$ cat src/rtl/alu_seq_pkg.sv
// Shared definitions for the byte-serial add/subtract sequencer.
// Optional build macro used by the sequencer: ZERO_FLAG_EN (adds the zero result flag).
package alu_seq_pkg;

   localparam int BYTE_W = 8;

   typedef enum logic {
      IDLE = 1'b0,
      RUN  = 1'b1
   } state_e;

   // Byte index width for a given slice count; at least one bit even for NBYTES=2.
   function automatic int idx_width(input int nbytes);
      return (nbytes <= 2) ? 1 : $clog2(nbytes);
   endfunction

endpackage

$ cat src/rtl/multi_byte_addsub_seq_if.sv
// Start/busy/done handshake and operand/result bus of the byte-serial add/subtract sequencer.
// With ZERO_FLAG_EN defined the bus also carries the zero result flag.
interface multi_byte_addsub_seq_if
   import alu_seq_pkg::*;
#(
   parameter int NBYTES = 4
);
   localparam int W = BYTE_W * NBYTES;

   logic         start;
   logic         sub;
   logic [W-1:0] a;
   logic [W-1:0] b;
   logic         busy;
   logic         done;
   logic [W-1:0] sum;
   logic         cout;
   logic         of;
`ifdef ZERO_FLAG_EN
   logic         zero;
`endif

   // Issuing control logic side.
   modport master (
      output start, sub, a, b,
`ifdef ZERO_FLAG_EN
      input  zero,
`endif
      input  busy, done, sum, cout, of
   );

   // Sequencer side.
   modport slave (
      input  start, sub, a, b,
`ifdef ZERO_FLAG_EN
      output zero,
`endif
      output busy, done, sum, cout, of
   );

endinterface

$ cat src/rtl/byte_addsub_slice.sv
// One 8-bit ripple-carry add/subtract slice.
// sub only inverts b; the +1 of two's complement arrives through cin on the lowest byte,
// so upper bytes can invert without adding one again.
module byte_addsub_slice
   import alu_seq_pkg::*;
(
   input  logic [BYTE_W-1:0] a,
   input  logic [BYTE_W-1:0] b,
   input  logic              sub,
   input  logic              cin,
   output logic [BYTE_W-1:0] sum,
   output logic              cout,
   output logic              c7
);

   logic [BYTE_W:0]   c;
   logic [BYTE_W-1:0] b_eff;

   // Ripple of eight full adders; c[i] is the carry into bit i.
   always_comb begin
      // NOTE: every variable written here gets a value before any conditional path so no latch is inferred.
      b_eff = b ^ {BYTE_W{sub}};
      sum   = '0;
      c     = '0;
      c[0]  = cin;
      for (int i = 0; i < BYTE_W; i++) begin
         sum[i]   = a[i] ^ b_eff[i] ^ c[i];
         c[i + 1] = (a[i] & b_eff[i]) | (c[i] & (a[i] ^ b_eff[i]));
      end
      cout = c[BYTE_W];
      c7   = c[BYTE_W - 1];
   end

endmodule

$ cat src/rtl/multi_byte_addsub_seq.sv
// Byte-serial wide add/subtract: NBYTES x 8 bits through one 8-bit slice, LSB byte first.
// The carry/borrow is held in a register between bytes; done pulses NBYTES cycles after start.
// Optional build macro: ZERO_FLAG_EN adds a zero result flag registered with cout/of.
module multi_byte_addsub_seq
   import alu_seq_pkg::*;
#(
   parameter int NBYTES = 4
)
(
   input  logic                    clk,
   input  logic                    rst_n,
   multi_byte_addsub_seq_if.slave  bus
);

   localparam int                W        = BYTE_W * NBYTES;
   localparam int                IDX_W    = idx_width(NBYTES);
   localparam logic [IDX_W-1:0]  LAST_IDX = IDX_W'(NBYTES - 1);

   state_e            state_q, state_d;
   logic [IDX_W-1:0]  idx_q, idx_d;
   logic              carry_q, carry_d;
   logic              busy_q, busy_d;
   logic              done_q, done_d;
   logic [W-1:0]      sum_q, sum_d;
   logic              cout_q, cout_d;
   logic              of_q, of_d;
   logic [W-1:0]      a_q, a_d;
   logic [W-1:0]      b_q, b_d;
   logic              sub_q, sub_d;
`ifdef ZERO_FLAG_EN
   logic              zacc_q, zacc_d;
   logic              zero_q, zero_d;
   logic              byte_zero;
`endif

   logic [BYTE_W-1:0] slice_a, slice_b, slice_sum;
   logic              slice_cout, slice_c7;

   assign slice_a = a_q[int'(idx_q) * BYTE_W +: BYTE_W];
   assign slice_b = b_q[int'(idx_q) * BYTE_W +: BYTE_W];

   byte_addsub_slice u_slice (
      .a    (slice_a),
      .b    (slice_b),
      .sub  (sub_q),
      .cin  (carry_q),
      .sum  (slice_sum),
      .cout (slice_cout),
      .c7   (slice_c7)
   );

`ifdef ZERO_FLAG_EN
   assign byte_zero = (slice_sum == '0);
`endif

   // Next-state and result-update logic for the IDLE/RUN sequencer.
   always_comb begin
      state_d = state_q;
      idx_d   = idx_q;
      carry_d = carry_q;
      busy_d  = busy_q;
      done_d  = 1'b0;
      sum_d   = sum_q;
      cout_d  = cout_q;
      of_d    = of_q;
      a_d     = a_q;
      b_d     = b_q;
      sub_d   = sub_q;
`ifdef ZERO_FLAG_EN
      zacc_d  = zacc_q;
      zero_d  = zero_q;
`endif
      case (state_q)
         IDLE: begin
            if (bus.start) begin
               a_d     = bus.a;
               b_d     = bus.b;
               sub_d   = bus.sub;
               carry_d = bus.sub;   // the +1 of two's complement enters as the first carry-in
               idx_d   = '0;
               busy_d  = 1'b1;
               state_d = RUN;
`ifdef ZERO_FLAG_EN
               zacc_d  = 1'b1;
`endif
            end
         end
         RUN: begin
            sum_d[int'(idx_q) * BYTE_W +: BYTE_W] = slice_sum;
            carry_d = slice_cout;
            idx_d   = idx_q + 1'b1;
`ifdef ZERO_FLAG_EN
            zacc_d  = zacc_q & byte_zero;
`endif
            if (idx_q == LAST_IDX) begin
               cout_d  = slice_cout;
               of_d    = slice_c7 ^ slice_cout;
               busy_d  = 1'b0;
               done_d  = 1'b1;
               idx_d   = '0;
               state_d = IDLE;
`ifdef ZERO_FLAG_EN
               zero_d  = zacc_q & byte_zero;
`endif
            end
         end
         default: state_d = IDLE;
      endcase
   end

   // Control and result registers with synchronous active-low reset.
   always_ff @(posedge clk) begin
      // NOTE: state is updated with non-blocking assignments so every flop samples pre-edge values.
      if (!rst_n) begin
         state_q <= IDLE;
         idx_q   <= '0;
         carry_q <= 1'b0;
         busy_q  <= 1'b0;
         done_q  <= 1'b0;
         sum_q   <= '0;
         cout_q  <= 1'b0;
         of_q    <= 1'b0;
`ifdef ZERO_FLAG_EN
         zacc_q  <= 1'b0;
         zero_q  <= 1'b0;
`endif
      end else begin
         state_q <= state_d;
         idx_q   <= idx_d;
         carry_q <= carry_d;
         busy_q  <= busy_d;
         done_q  <= done_d;
         sum_q   <= sum_d;
         cout_q  <= cout_d;
         of_q    <= of_d;
`ifdef ZERO_FLAG_EN
         zacc_q  <= zacc_d;
         zero_q  <= zero_d;
`endif
      end
   end

   // Operand capture registers.
   always_ff @(posedge clk) begin
      // NOTE: operands are not reset; they are only read in RUN, which is always entered through a capture.
      a_q   <= a_d;
      b_q   <= b_d;
      sub_q <= sub_d;
   end

   assign bus.busy = busy_q;
   assign bus.done = done_q;
   assign bus.sum  = sum_q;
   assign bus.cout = cout_q;
   assign bus.of   = of_q;
`ifdef ZERO_FLAG_EN
   assign bus.zero = zero_q;
`endif

endmodule
$ cat src/flat_wrapper.sv
// flat-port wrapper written by rule: the top's interface ports become plain ports
module multi_byte_addsub_seq_flat import alu_seq_pkg::*;
#(
   parameter int NBYTES = 4
)
  (clk, rst_n, bus_start, bus_sub, bus_a, bus_b, bus_busy, bus_done, bus_sum, bus_cout, bus_of);
  multi_byte_addsub_seq_if #(.NBYTES(NBYTES)) bus_i ();
  input  logic clk;
  input  logic rst_n;
  input wire logic [$bits(bus_i.start)-1:0] bus_start;
  input wire logic [$bits(bus_i.sub)-1:0] bus_sub;
  input wire logic [$bits(bus_i.a)-1:0] bus_a;
  input wire logic [$bits(bus_i.b)-1:0] bus_b;
  output wire logic [$bits(bus_i.busy)-1:0] bus_busy;
  output wire logic [$bits(bus_i.done)-1:0] bus_done;
  output wire logic [$bits(bus_i.sum)-1:0] bus_sum;
  output wire logic [$bits(bus_i.cout)-1:0] bus_cout;
  output wire logic [$bits(bus_i.of)-1:0] bus_of;
  assign bus_i.start = bus_start;
  assign bus_i.sub = bus_sub;
  assign bus_i.a = bus_a;
  assign bus_i.b = bus_b;
  assign bus_busy = bus_i.busy;
  assign bus_done = bus_i.done;
  assign bus_sum = bus_i.sum;
  assign bus_cout = bus_i.cout;
  assign bus_of = bus_i.of;
  multi_byte_addsub_seq #(.NBYTES(NBYTES)) u_core (.clk(clk), .rst_n(rst_n), .bus(bus_i));
endmodule
$ cat config.mk
export PLATFORM = sky130hd
export DESIGN_NAME = multi_byte_addsub_seq_flat
export DESIGN_NICKNAME = d
export VERILOG_FILES = /design/src/rtl/alu_seq_pkg.sv /design/src/rtl/multi_byte_addsub_seq_if.sv /design/src/rtl/byte_addsub_slice.sv /design/src/rtl/multi_byte_addsub_seq.sv /design/src/flat_wrapper.sv
export SDC_FILE = /design/constraint.sdc
export NUM_CORES = 1
export LEC_CHECK = 0
export ABC_CLOCK_PERIOD_IN_PS = 9850
export BUFFER_PORTS_ARGS = -buffer_cell sky130_fd_sc_hd__buf_2
export CORE_ASPECT_RATIO = 0.7
export CORE_MARGIN = 4
export CORE_UTILIZATION = 40
export DETAILED_ROUTE_END_ITERATION = 8
export GPL_TIMING_DRIVEN = 0
export PLACE_DENSITY = 0.66
export SYNTH_ARGS = -nofsm -noshare
export SYNTH_HDL_FRONTEND = slang
export SYNTH_SLANG_ARGS = --single-unit
export TNS_END_PERCENT = 20
$ cat constraint.sdc
create_clock -name clk -period 9.85 [get_ports clk]
set_input_delay 1.97 -clock clk [delete_from_list [all_inputs] [get_ports clk]]
set_output_delay 1.97 -clock clk [all_outputs]
set_load 0.05 [all_outputs]
==> summary.md <==
| Metric | Value |
|---|---|
| Synth Area in Adders | `5.468%` |
| Final setup fails | `0` |
| Mapped Area | `~0.0043 mm2` |
| Storage element area | `0.002753 mm2` |
| Critical-path cell list | `buf_2 -> mux4_2 -> xor2_1 -> fa_1 -> fa_1 -> inv_1 -> fa_1 -> fa_1 -> fa_1 -> fa_1 -> fa_1 -> fa_1 -> or3_1 -> a21boi_0` |
| First-pass GRT wire length | `14.72 mm` |
| Commonest register cell after synthesis | `edfxtp_1` |
| Num rows | `31` |
| Core Footprint | `~0.010 mm2` |
| Diode count | `0` |
| CP Max Fanout | `10` |
| Grt ovf | `0` |
| Layout cell share with drive strength beyond 1 | `approximately a third` |
| Total track usage | `between 15 and 20%` |
| Distinct cell type count after synthesis | `35` |
| WL/cell | `16.87 um` |
| Final setup TNS | `0 ns` |
| Final Skew | `0.008760 ns` |
| R2R Setup Slk | `between 4 and 5 ns` |
| Vias per cell | `roughly 5` |
| Clk_lat worst skew | `between 0.3 and 0.4 ns` |
| Max-Cap Viols | `0` |
| Leak pwr | `between 2 and 2.5 nW` |
| Max_slew headroom | `roughly 62%` |
| CTS tree | `built` |
| Vias post-DR | `around 2,700` |
| Routed wire length | `9.227 mm` |
| CP peak stage delay | `0.58 ns` |
| Flops & latches, synth | `around 110` |
| Min Tclk post-route | `5.270 ns` |
| Multi-input gate area | `0.001456 mm2` |
| Crit path required time | `approximately 10 ns` |
| Power Dens Cells | `approximately 190 mW/mm2` |
| Peak supply drop | `between 0.09 and 0.1 mV` |
| Post-synth EDFFs | `between 60 and 70` |
| Area share of the leading cell type in the synthesized netlist | `between 40 and 50%` |
| Initial core utilization | `41.23%` |
| Status | `finished, final reports clean` |
| Area grow syn2layout | `23.59%` |
| Post-cts sizing count | `0` |
| Post-CTS Setup Bufs | `0` |
| Vias in the first global route | `about 2,800` |
| Critical path class | `reg -> reg` |
| Mapped Nets | `about 380` |
| Die Y-Extent | `94.77 um` |
| Compound-cell area share of the yosys netlist | `6.690%` |
| Combinational Power Share | `14.5%` |
| Unrepaired setup endpoints after global routing | `no` |
| Synth area leaders | `edfxtp_1 45%, dfxtp_1 19%, mux4_2 8.4%` |
| Post-Route Utilization | `approximately 50%` |
| Worst setup SP type | `flip-flop` |
| H-tree Lvls | `3` |
| Hold path depth | `2` |
| ANT nets after route | `0` |
| Ys Warns | `0` |
| Fin. max-slew vios | `0` |
| Clk sink count | `about 110` |
| Setup WS pre-CTS | `about 4.6 ns` |
| PortBufs | `around 100` |
| Switching power | `0.0002461 W` |
| Flop pwr share | `approximately half` |
| Die ar. | `between 0.01 and 0.015 mm2` |
| Fin. Hold Viols | `0` |
| Die width | `131.9 um` |
| Most frequent cell on the critical path | `fa_1` |
| P_int | `~0.00074 W` |
| Root Driver | `clkbuf_16` |
| Ports | `roughly 100` |
| FMAX | `roughly 0.19 GHz` |
| Slew @ Worst Pin | `0.5741 ns` |
| Clock Tree Buf Depth | `2` |
| Setup ws final | `roughly 4.6 ns` |
| Sw Share | `between 20% and 30%` |
| First drt pass iteration count | `4` |
| Register area share after synthesis | `63.99%` |
| Clock power frac | `a little over a third` |
| Drt drc | `0` |
| RD Place Congestion | `around 0.79` |
| Mapped Cells | `296` |
| Final Cycle Share | `53.50%` |
| FFs w/ async S/R, synth | `0%` |
| Detailed Place HPWL | `a little under 7 mm` |
| # hold bufs at CTS | `0` |
| DRT iter0 DRCs | `between 150 and 200` |
| CP Capture Type | `flip-flop` |
| Multiplexer share of the synthesized area | `a little under 9%` |
| Syn avg cell area | `between 10 and 15 um2` |
| CP max stage cell | `mux4_2` |
| Reg2Reg Depth | `14` |
| XOR/XNOR Fraction of Synth Area | `1.832%` |
| Critical Path AT | `approximately 5.5 ns` |
| Nets@finish | `493` |
| Worst-path clk slew | `roughly 0.070 ns` |
| Post-synthesis simple-gate area fraction | `10.82%` |
| Post-route cell area | `0.005316 mm2` |
| Largest net degree at the start of global routing | `26` |
| Largest family of logic cells by synthesized area | `simple AND/OR/NAND/NOR gates` |
| Worst Hold Slack | `0.4458 ns` |
| Area leader, netlist | `edfxtp_1` |
| Total CTS buffers | `9` |
| Filler cell count | `920` |
| HP Class | `reg -> reg` |
| Initial antenna violation count | `0` |
| Dpl cell area | `just over 0.005 mm2` |
## cells in the final DEF (no fill, tap or decap), drive strengths merged, types with 6 or more instances in the layout
| cell type | synthesis | layout |
|---|---|---|
| mux4 | 16 | 16 |
| xnor2 | 7 | 7 |
| dfxtp | 40 | 40 |
| nand2 | 34 | 34 |
| edfxtp | 65 | 65 |
| buf | 6 | 110 |
| fa | 8 | 8 |
| a21boi | 24 | 24 |
| or3 | 24 | 24 |
| inv | 11 | 12 |
| ha | 6 | 6 |
| clkbuf | 8 | 17 |
| nor2b | 9 | 9 |
## cells in the mapped netlist (2+ instances only)
cell type,n
a21boi_0,13
nor3_1,2
o211a_1,3
dfxtp_1,40
o2bb2ai_1,2
buf_2,5
a21oi_1,2
clkbuf_1,8
a2bb2oi_1,2
inv_1,11
o21a_1,2
nand2_1,34
fa_1,8
a32oi_1,2
nor2_1,2
mux4_2,16
a21boi_1,11
or3_1,24
and2_1,5
edfxtp_1,65
xor2_1,2
ha_1,6
nand3_1,4
nand2b_1,2
xnor2_1,7
nor2b_1,9
## area by class of cell
| cell class | instances | share of cell area [%] |
|---|---|---|
| Clock buffer | 9 | 4.236 |
| Sequential cell | 105 | 51.78 |
| Multi-Input combinational cell | 166 | 27.39 |
| Clock inverter | 6 | 1.106 |
| Timing Repair Buffer | 104 | 10.50 |
| Inverter | 11 | 0.7767 |
| Tap cell | 132 | 3.107 |
| Buffer | 14 | 1.106 |
## logic make-up after synthesis
group,Yosys count
flip-flops,105
AND/OR/NAND/NOR,88
AO/OA/AOI/OAI,37
buffers and inverters,25
multiplexers,18
adder cells (fa/ha/maj),14
XOR/XNOR,9
## routing by layer
metal	wire (um)	GRT usage, %
met3	633	5.005
met4	91	5.070
met1	4420	20.79
met2	4082	24.06
met5	0	0
## worst paths after layout
check,from,to
hold / removal,u_core.bus.sum[10],u_core.bus.sum[10]
setup / recovery,u_core.idx_q[0],u_core.bus.sum[31]
setup reg to reg,u_core.idx_q[0],u_core.bus.sum[31]
hold reg to reg,u_core.bus.sum[10],u_core.bus.sum[10]
## stage by stage
step | instances | total power [W]
2_1_floorplan | 296 | 0.0005909
3_5_place_dp | 532 | 0.0006512
3_3_place_gp | 530 | 0.0006466
6_report | 547 | 0.0009876
4_1_cts | 547 | 0.0009974
5_1_grt | 547 | 0.001027
## critical path, delay by kind of cell, from the launching register on
family	cells	cell delay (ns)
AOI/OAI and AO/OA	1	0.19
xor gates and xnor gates	1	0.18
muxes	1	0.58
DFF	1	0.46
buffers and inverters	2	0.43
adders and majority gates	8	2.92
and+or+nand+nor	1	0.40
## power groups by stage
stage / registers [W] / clock network [W] / logic, W
after floorplan: 0.000517 / 0 / 0.0000736
after global placement: 0.000507 / 0 / 0.000140
after detailed placement: 0.000505 / 0 / 0.000146
after CTS: 0.000495 / 0.000356 / 0.000146
after global routing: 0.000497 / 0.000373 / 0.000157
final: 0.000495 / 0.000349 / 0.000144
## state kept, by name, summed over array words and instances (netlist names), 2 cells and up
| register | cells |
|---|---|
| u_core.bus.sum | 32 |
| u_core.idx_q | 2 |
| u_core.b_q | 32 |
| u_core.a_q | 32 |
Power figures use the tool's default switching activity.
